### src/rtl/emu_pkg.sv
// emu_pkg: shared definitions for the emulation sequencer.
//   - emu_state_e : sequencer state encoding
//   - EMU_*_DEF   : default NUM_STIM / NUM_OUT / DUT_HOLD values
//   - EMU_ADDR_W  : width of the wrapper byte index (Addr_emu)
//   - last_idx()  : index of the final byte in an n-byte transfer
package emu_pkg;

  localparam int EMU_ADDR_W       = 3;
  localparam int EMU_NUM_STIM_DEF = 3;
  localparam int EMU_NUM_OUT_DEF  = 3;
  localparam int EMU_DUT_HOLD_DEF = 2;

  typedef enum logic [3:0] {
    ST_IDLE,
    ST_WRITE,
    ST_LOAD,
    ST_CLK_HI,
    ST_CLK_LO,
    ST_GET,
    ST_RD_ADDR,
    ST_RD_CAP,
    ST_RD_SEND
  } emu_state_e;

  function automatic logic [EMU_ADDR_W-1:0] last_idx(input int n);
    return EMU_ADDR_W'(n - 1);
  endfunction

endpackage

### src/rtl/emu_clk_gen.sv
// emu_clk_gen: generates one DUT clock period from clk_emu.
// After a start pulse, clk_dut is high for DUT_HOLD cycles, then low for
// DUT_HOLD cycles. The phase timer is a down-counter reloaded at each phase.
// Ports:
//   clk_emu, rst_emu_n : clock, async active-low reset
//   start              : begin a DUT clock period (sampled on clk_emu)
//   phase_end          : current phase is in its final cycle
//   done               : final cycle of the low phase (period complete)
//   clk_dut            : registered DUT clock
module emu_clk_gen
  import emu_pkg::*;
#(
  parameter int DUT_HOLD = EMU_DUT_HOLD_DEF
) (
  input  logic clk_emu,
  input  logic rst_emu_n,
  input  logic start,
  output logic phase_end,
  output logic done,
  output logic clk_dut
);

  localparam int            CW       = $clog2(DUT_HOLD + 1);
  localparam logic [CW-1:0] CNT_LOAD = CW'(DUT_HOLD - 1);

  logic [CW-1:0] cnt_q, cnt_d;
  logic          active_q, active_d;
  logic          hi_q, hi_d;
  logic          clk_dut_q, clk_dut_d;

  assign phase_end = active_q && (cnt_q == '0);
  assign done      = phase_end && !hi_q;
  assign clk_dut   = clk_dut_q;

  always_comb begin
    cnt_d     = cnt_q;
    active_d  = active_q;
    hi_d      = hi_q;
    clk_dut_d = clk_dut_q;
    if (start) begin
      active_d  = 1'b1;
      hi_d      = 1'b1;
      cnt_d     = CNT_LOAD;
      clk_dut_d = 1'b1;
    end else if (active_q) begin
      if (cnt_q == '0) begin
        if (hi_q) begin
          hi_d      = 1'b0;
          cnt_d     = CNT_LOAD;
          clk_dut_d = 1'b0;
        end else begin
          active_d = 1'b0;
        end
      end else begin
        cnt_d = cnt_q - CW'(1);
      end
    end
  end

  always_ff @(posedge clk_emu or negedge rst_emu_n) begin
    if (!rst_emu_n) begin
      cnt_q     <= '0;
      active_q  <= 1'b0;
      hi_q      <= 1'b0;
      clk_dut_q <= 1'b0;
    end else begin
      cnt_q     <= cnt_d;
      active_q  <= active_d;
      hi_q      <= hi_d;
      clk_dut_q <= clk_dut_d;
    end
  end

endmodule

### src/rtl/emu_sequencer.sv
// emu_sequencer: host-driven cycle sequencer for an emulated DUT.
// Collects NUM_STIM stimulus bytes from the host, writes them to the
// emulation wrapper, loads them, runs one DUT clock period, captures the
// outputs and streams NUM_OUT result bytes back to the host.
// Ports:
//   clk_emu, rst_emu_n          : clock, async active-low reset
//   s_data/s_valid/s_ready      : host stimulus stream
//   m_data/m_valid/m_ready      : host result stream
//   Din_emu/Addr_emu            : byte and index presented to the wrapper
//   load_emu/get_emu            : wrapper latch / capture strobes
//   clk_dut                     : generated DUT clock
//   Dout_emu                    : wrapper readback (one cycle after Addr_emu)
//   busy                        : sequencer not idle
//   cycle_cnt                   : completed DUT clock periods
// Build option: define EMU_SEQ_CYCLE_CNT_EN to implement cycle_cnt;
// otherwise the port reads 0 and no counter exists.
//
// state      | meaning
// -----------+------------------------------------------------------
// IDLE       | waiting for the first stimulus byte
// WRITE      | accepting stimulus bytes, each written to the wrapper
// LOAD       | load_emu strobe, stimulus latched into the DUT
// CLK_HI     | clk_dut high for DUT_HOLD cycles
// CLK_LO     | clk_dut low for DUT_HOLD cycles
// GET        | get_emu strobe, DUT outputs captured by the wrapper
// RD_ADDR    | present output index to the wrapper
// RD_CAP     | sample wrapper readback into m_data
// RD_SEND    | offer m_data to the host until m_ready
module emu_sequencer
  import emu_pkg::*;
#(
  parameter int NUM_STIM = EMU_NUM_STIM_DEF,
  parameter int NUM_OUT  = EMU_NUM_OUT_DEF,
  parameter int DUT_HOLD = EMU_DUT_HOLD_DEF
) (
  input  logic                  clk_emu,
  input  logic                  rst_emu_n,
  input  logic [7:0]            s_data,
  input  logic                  s_valid,
  output logic                  s_ready,
  output logic [7:0]            m_data,
  output logic                  m_valid,
  input  logic                  m_ready,
  output logic [7:0]            Din_emu,
  output logic [EMU_ADDR_W-1:0] Addr_emu,
  output logic                  load_emu,
  output logic                  get_emu,
  output logic                  clk_dut,
  input  logic [7:0]            Dout_emu,
  output logic                  busy,
  output logic [15:0]           cycle_cnt
);

  localparam logic [EMU_ADDR_W-1:0] STIM_LAST = last_idx(NUM_STIM);
  localparam logic [EMU_ADDR_W-1:0] OUT_LAST  = last_idx(NUM_OUT);

  emu_state_e            state_q, state_d;
  logic [EMU_ADDR_W-1:0] idx_q, idx_d;
  logic [7:0]            din_emu_q, din_emu_d;
  logic [EMU_ADDR_W-1:0] addr_emu_q, addr_emu_d;
  logic [7:0]            m_data_q, m_data_d;
  logic                  m_valid_q, m_valid_d;
  logic                  s_ready_q, s_ready_d;
  logic                  load_emu_q, load_emu_d;
  logic                  get_emu_q, get_emu_d;
  logic                  busy_q, busy_d;

  logic clk_start;
  logic clk_phase_end;
  logic clk_done;

  emu_clk_gen #(
    .DUT_HOLD (DUT_HOLD)
  ) u_clk_gen (
    .clk_emu   (clk_emu),
    .rst_emu_n (rst_emu_n),
    .start     (clk_start),
    .phase_end (clk_phase_end),
    .done      (clk_done),
    .clk_dut   (clk_dut)
  );

  assign clk_start = (state_q == ST_LOAD);

  always_comb begin
    state_d    = state_q;
    idx_d      = idx_q;
    din_emu_d  = din_emu_q;
    addr_emu_d = addr_emu_q;
    m_data_d   = m_data_q;
    case (state_q)
      ST_IDLE: begin
        if (s_valid) begin
          state_d = ST_WRITE;
          idx_d   = '0;
        end
      end
      ST_WRITE: begin
        if (s_valid && s_ready_q) begin
          din_emu_d  = s_data;
          addr_emu_d = idx_q;
          if (idx_q == STIM_LAST) begin
            idx_d   = '0;
            state_d = ST_LOAD;
          end else begin
            idx_d = idx_q + EMU_ADDR_W'(1);
          end
        end
      end
      ST_LOAD:   state_d = ST_CLK_HI;
      ST_CLK_HI: if (clk_phase_end) state_d = ST_CLK_LO;
      ST_CLK_LO: if (clk_done) state_d = ST_GET;
      ST_GET: begin
        // first readback index is presented on entry to RD_ADDR
        state_d    = ST_RD_ADDR;
        idx_d      = '0;
        addr_emu_d = '0;
      end
      ST_RD_ADDR: state_d = ST_RD_CAP;
      ST_RD_CAP: begin
        m_data_d = Dout_emu;
        state_d  = ST_RD_SEND;
      end
      ST_RD_SEND: begin
        if (m_valid_q && m_ready) begin
          if (idx_q == OUT_LAST) begin
            idx_d   = '0;
            state_d = ST_IDLE;
          end else begin
            idx_d      = idx_q + EMU_ADDR_W'(1);
            addr_emu_d = idx_q + EMU_ADDR_W'(1);
            state_d    = ST_RD_ADDR;
          end
        end
      end
      default: state_d = ST_IDLE;
    endcase

    s_ready_d  = (state_d == ST_WRITE);
    busy_d     = (state_d != ST_IDLE);
    load_emu_d = (state_d == ST_LOAD);
    get_emu_d  = (state_d == ST_GET);
    // first RD_SEND cycle lets m_data settle; valid from the second cycle on
    m_valid_d  = (state_q == ST_RD_SEND) && (state_d == ST_RD_SEND);
  end

  always_ff @(posedge clk_emu or negedge rst_emu_n) begin
    if (!rst_emu_n) begin
      state_q    <= ST_IDLE;
      idx_q      <= '0;
      din_emu_q  <= '0;
      addr_emu_q <= '0;
      m_data_q   <= '0;
      m_valid_q  <= 1'b0;
      s_ready_q  <= 1'b0;
      load_emu_q <= 1'b0;
      get_emu_q  <= 1'b0;
      busy_q     <= 1'b0;
    end else begin
      state_q    <= state_d;
      idx_q      <= idx_d;
      din_emu_q  <= din_emu_d;
      addr_emu_q <= addr_emu_d;
      m_data_q   <= m_data_d;
      m_valid_q  <= m_valid_d;
      s_ready_q  <= s_ready_d;
      load_emu_q <= load_emu_d;
      get_emu_q  <= get_emu_d;
      busy_q     <= busy_d;
    end
  end

  assign s_ready  = s_ready_q;
  assign m_valid  = m_valid_q;
  assign m_data   = m_data_q;
  assign Din_emu  = din_emu_q;
  assign Addr_emu = addr_emu_q;
  assign load_emu = load_emu_q;
  assign get_emu  = get_emu_q;
  assign busy     = busy_q;

`ifdef EMU_SEQ_CYCLE_CNT_EN
  logic [15:0] cycle_cnt_q, cycle_cnt_d;

  // counts a period when the low phase completes; wraps naturally at 16 bits
  assign cycle_cnt_d = (state_q == ST_CLK_LO && clk_done) ? cycle_cnt_q + 16'd1
                                                          : cycle_cnt_q;

  always_ff @(posedge clk_emu or negedge rst_emu_n) begin
    if (!rst_emu_n) cycle_cnt_q <= '0;
    else            cycle_cnt_q <= cycle_cnt_d;
  end

  assign cycle_cnt = cycle_cnt_q;
`else
  assign cycle_cnt = '0;
`endif

endmodule

### config.mk
export PLATFORM = sky130hd
export DESIGN_NAME = emu_sequencer
export DESIGN_NICKNAME = d
export VERILOG_FILES = /design/src/rtl/emu_pkg.sv /design/src/rtl/emu_clk_gen.sv /design/src/rtl/emu_sequencer.sv
export SDC_FILE = /design/constraint.sdc
export NUM_CORES = 1
export LEC_CHECK = 0
export CORE_MARGIN = 10
export CORE_UTILIZATION = 45
export CTS_BUF_LIST = sky130_fd_sc_hd__clkbuf_16
export DETAILED_ROUTE_END_ITERATION = 16
export PLACE_DENSITY = 0.79
export SYNTH_ARGS = -nofsm -noshare
export SYNTH_HDL_FRONTEND = slang
export SYNTH_HIERARCHICAL = 1
export SYNTH_SLANG_ARGS = --single-unit
### constraint.sdc
create_clock -name clk_emu -period 2.1 [get_ports clk_emu]
set_input_delay 0.42 -clock clk_emu [delete_from_list [all_inputs] [get_ports clk_emu]]
set_output_delay 0.42 -clock clk_emu [all_outputs]
set_load 0.02 [all_outputs]
# == Word-level counts from Yosys, hierarchy flattened ==
# Index checks and enable logic that the tools add are counted.
# totals
regBits,36
word_cells,86
input_bits,20
# classes
n_eq_ne,18
reduce_logical,20
mux,32
n_addsub,2
# op_table
op,count
4-bit one-hot mux with 9 select lines,1
3-bit two-way mux,8
4-bit two-way mux,6
4-bit by 3-bit == test with 1-bit output (second input constant),5
4-bit by 2-bit == test with 1-bit output (second input constant),3
3-bit one-hot mux with 4 select lines,1
1-bit two-way mux,11
3-bit one-hot mux with 3 select lines,1
4-bit by 1-bit == test with 1-bit output (second input constant),2
4-bit == test (second input constant),2
2-bit two-way mux,4
2-bit != test (second input constant),4
4-bit AND reduction,2
4-bit nonzero test,2
2-bit AND reduction,3
2-bit nonzero test,3
1-bit logical AND,5
4-bit logical NOT,1
3-bit by 1-bit adder with 3-bit output (second input constant),1
3-bit by 2-bit == test with 1-bit output (second input constant),1
3-bit by 2-bit != test with 1-bit output (second input constant),1
3-bit AND reduction,1
3-bit nonzero test,1
2-bit logical NOT,1
2 further kinds,2

# == Logic depth before layout (Yosys ltp) ==
# logic_depth
ltp_word,7
ltp_mapped,6
ltp_nobuf,6

# == Cells and area by module ==
# The synthesis kept the hierarchy.
# by_module_without_submodules
module,seq_area_each_um2,cells_per_inst,n_inst,area_per_inst_um2
emu_sequencer,775.7,153,1,1600.3
emu_clk_gen,125.1,19,1,210.2

# == Least setup slack after synthesis ==
# Ideal clock, no wire load.
# synth_path
path_type,reg-to-reg
from,register state_q[0]
to,"register addr_emu_q[1], in the netlist Addr_emu[1]"
path_buffers,0
path_slack_ns,0.420
required_time_ns,1.975
synth_period_minus_slack_ns,1.680
arrival_time_ns,1.555
setup_time_ns,0.125
path_stages_with_launch,5
cell_sequence,dfrtp_1 > or4b_4 > nor3b_2 > a211oi_2 > mux2_4
# synth_via
elab_chain_len,3
word_cells_on_any_way,9
classes_between,eq/ne: 6; mux: 1; reduce/logical: 2
# synth_rtl
element,line,rtl
start: declaration,emu_sequencer.sv:57,"emu_state_e state_q, state_d;"
start signal: assignment,emu_sequencer.sv:160,state_q <= state_d;
4-bit == test (tied with other cells),emu_sequencer.sv:91,case (state_q)
2-bit != test (no line) or 3-bit nonzero test (tied branches),n/a,
4-bit AND reduction (no line),n/a,
end signal: assignment,emu_sequencer.sv:163,addr_emu_q <= addr_emu_d;
end: declaration,emu_sequencer.sv:60,"logic [EMU_ADDR_W-1:0] addr_emu_q, addr_emu_d;"
# Several ways; a longest one is shown, not always the timed one.
# A chain may end at the register's enable or synchronous reset.

# == Worst setup path in the final report ==
# layout_path
from,register state_q[0]
to,"register addr_emu_q[2], in the netlist Addr_emu[2]"
# Same word-level chain as after synthesis.

==> summary.md <==
| Metric | Value |
|---|---|
| GRT Util Overall | 0.113 |
| Async SR Flop Fraction | 1.00 |
| Vias per inst | around 5 |
| Final Setup Violations | 0 |
| Final Slew Violations | 0 |
| Final WL | just under 4 mm |
| Met2 WL post-DR | roughly 1.8 mm |
| Sequential share of the synthesized area | 0.498 |
| Fin crit share | 0.900 |
| DR top layer | met4 |
| Final RePlAce weighted congestion | between 0.8 and 0.9 |
| Initial Utilization | 0.480 |
| Site Rows | 22 |
| H-tree depth | 2 |
| Clock Path Buffers | 2 |
| Initial DRC Count | 63 |
| Total CTS buffers | 5 |
| Final net count | roughly 250 |
| Wl on met1 | between 1.5 and 2 mm |
| DIE WIDTH | 83.4 um |
| CTS tree | built |
| Clock Sinks | 36 |
| Max-cap violations | 0 |
| Routed WL per cell | 14.4 um |
| Core ar. | 3770 sq um |
| Worst-path clk slew | roughly 0.05 ns |
| Post-synthesis cell area | between 1500 and 2000 sq um |
| IR drop worst, VDD | between 0.9 and 1 mV |
| Placed cell areas | ~2300 sq um |
| Die ar. | 6960 sq um |
| Hold Path Class | in -> async |
| Fraction of layout cells with a size suffix above 1 | 0.138 |
| Pin count of the biggest net entering global routing | 37 |
| Synth Instances | roughly 170 |
| Max Clock Freq | between 0.5 and 0.6 GHz |
| CP Max Fanout | 10 |
| Io pins | a little over 60 |
| Ys Warns | 6 |
| Clock latency on the worst-skew pair | 0.27 ns |
| EDFF count, synth | 0 |
| Met3 WL | 368 um |
| Setup crit start kind | flop |
| IO buf count | 44 |
| CP Class | reg -> reg |
| Number of global-route vias before repair | between 1,000 and 1,500 |
| Area Overhead vs Synth | 33.0% |
| Library cells used by synthesis | 43 |
| Final global-route overflow total | 0 |
| TritonRoute pass-1 iters | 4 |
| Synth Flop Type | dfrtp_1 |
| Setup TNS | 0 ns |
| Final min period | 1.89 ns |
| Hold-fix buffers at CTS | 0 |
| ANT nets after route | 0 |
| DRC | 0 |
| Pleak | 0.00114 uW |
| Root Buffer | clkbuf_16 |
| Power Dens Cells | between 1500 and 2000 nW/um^2 |
| Clk_skew | about 0.0029 ns |
| Die Y | around 83 um |
| Worst-Margin Slew | roughly 0.8 ns |
| Final HPWL DP | 3.03 mm |
| Resized cells post-CTS | 0 |
| Status | completed |
| Worst setup EP type | flop |
| N_diodes | 0 |
| Flops & latches, synth | 36 |
| First-pass GRT wire length | roughly 6.7 mm |
| RSZ-0062 raised after global routing | false |
| Slew margin rel. | 0.473 |
| Mean Syn Cell Area | 10.5 sq um |
| Filler instances | 330 |
| Worst path required time | 2.26 ns |
| Post-CTS setup repair buffer count | 0 |
| Final Cell Area | 2410 sq um |
| Via Count | between 1,000 and 1,500 |
| Crit path DAT | 2.05 ns |
| Initial antenna violation count | 0 |
| Fin. Hold Viols | 0 |
## sequential cells by signal, summed over array words and instances (netlist names)
| register | flops |
|---|---|
| Din_emu | 8 |
| m_data | 8 |
| state_q | 4 |
| Addr_emu | 3 |
| idx_q | 3 |
| u_clk_gen/cnt_q | 2 |
| busy | 1 |
| get_emu | 1 |
| load_emu | 1 |
| m_valid | 1 |
| s_ready | 1 |
| u_clk_gen/active_q | 1 |
| u_clk_gen/clk_dut | 1 |
| u_clk_gen/hi_q | 1 |
## final cells by class
cell class	instances	area, sq um	share of cell area
clock inverter	3	13.8	0.00571
sequential	36	901	0.374
multi-input combinational	124	798	0.331
timing repair buffer	51	488	0.203
clock buffer	5	125	0.0519
inverter	6	22.5	0.00935
tap	48	60.1	0.0249
## critical path: stages, from the launching register on
cell,delay [ns]
dfrtp_1,0.48
or4b_4,0.61
nor3b_2,0.26
a211oi_2,0.11
mux2_4,0.31
## per-stage QoR
stage	hold slack, ns	setup WS, ns	total power (uW)	cells	util
finish	0.232	0.210	3670	273	0.639
global route	0.295	0.0568	3940	273	0.639
CTS	0.261	0.215	3710	273	0.639
detailed placement	0.470	0.0488	3010	265	0.602
global placement	0.456	0.116	2980	265	0.602
floorplan	0.124	0.420	2310	187	-
## layer usage
metal / vias up / track usage
met5: - / 0
met4: 0 / 0.0272
met3: 3 / 0.0557
met2: 41 / 0.180
met1: 651 / 0.134
li1: 664 / -
## path summary, 6_finish.rpt
kind | from | endpoint | slack, ns | cells after the start
hold / removal | rst_emu_n | Addr_emu[1] | 0.23 | 1
setup / recovery | state_q[0] | Addr_emu[2] | 0.21 | 4
hold reg to reg | Din_emu[2] | Din_emu[2] | 0.48 | 2
setup reg to reg | state_q[0] | Addr_emu[2] | 0.21 | 4
min in group clk_emu | Din_emu[2] | Din_emu[2] | 0.48 | 2
max in group asynchronous | rst_emu_n | u_clk_gen/hi_q | 1.37 | 1
## cell usage after synthesis (all sizes together) (2+ instances only)
cell type	instances	area share
nor2	8	0.017
o21bai	2	0.0083
nor2b	4	0.014
mux2i	3	0.017
inv	6	0.012
nor4b	2	0.017
o21ai	5	0.014
a31oi	2	0.0069
a21oi	4	0.011
o221ai	2	0.0097
a2bb2oi	2	0.0097
nand3	3	0.0083
nand2b	2	0.0069
dfrtp	36	0.50
nand2	30	0.062
nor3b	4	0.019
and2b	3	0.012
o2bb2ai	2	0.0097
mux2	12	0.079
buf	21	0.080
ha	2	0.014
or2	2	0.0069
## cell usage in the layout, fill, tap and decap left out, types with 4 or more instances in the layout
master / netlist / routed
clkdlybuf4s50_1: 0 / 43
dfrtp_1: 36 / 36
nand2_1: 30 / 30
conb_1: 1 / 16
mux2_2: 9 / 9
nor2_1: 8 / 8
buf_4: 16 / 7
inv_1: 6 / 6
clkbuf_16: 0 / 5
a21oi_1: 4 / 4
o21ai_0: 4 / 4
nor2b_1: 4 / 4
## where the power goes
part	internal [uW]	total, uW	switching, uW
clock network	430	683	253
logic	890	1780	889
registers	990	1210	218
## cells by family after synthesis
group / count (synthesis) / synth area share
other: 1 / 0.00207
adders and majority gates: 2 / 0.0138
buffers and inverters: 27 / 0.0926
muxes: 15 / 0.0954
AOI/OAI and AO/OA: 26 / 0.103
DFF: 36 / 0.498
and+or+nand+nor: 65 / 0.196
Note: power is estimated with default switching activity, not from simulation.
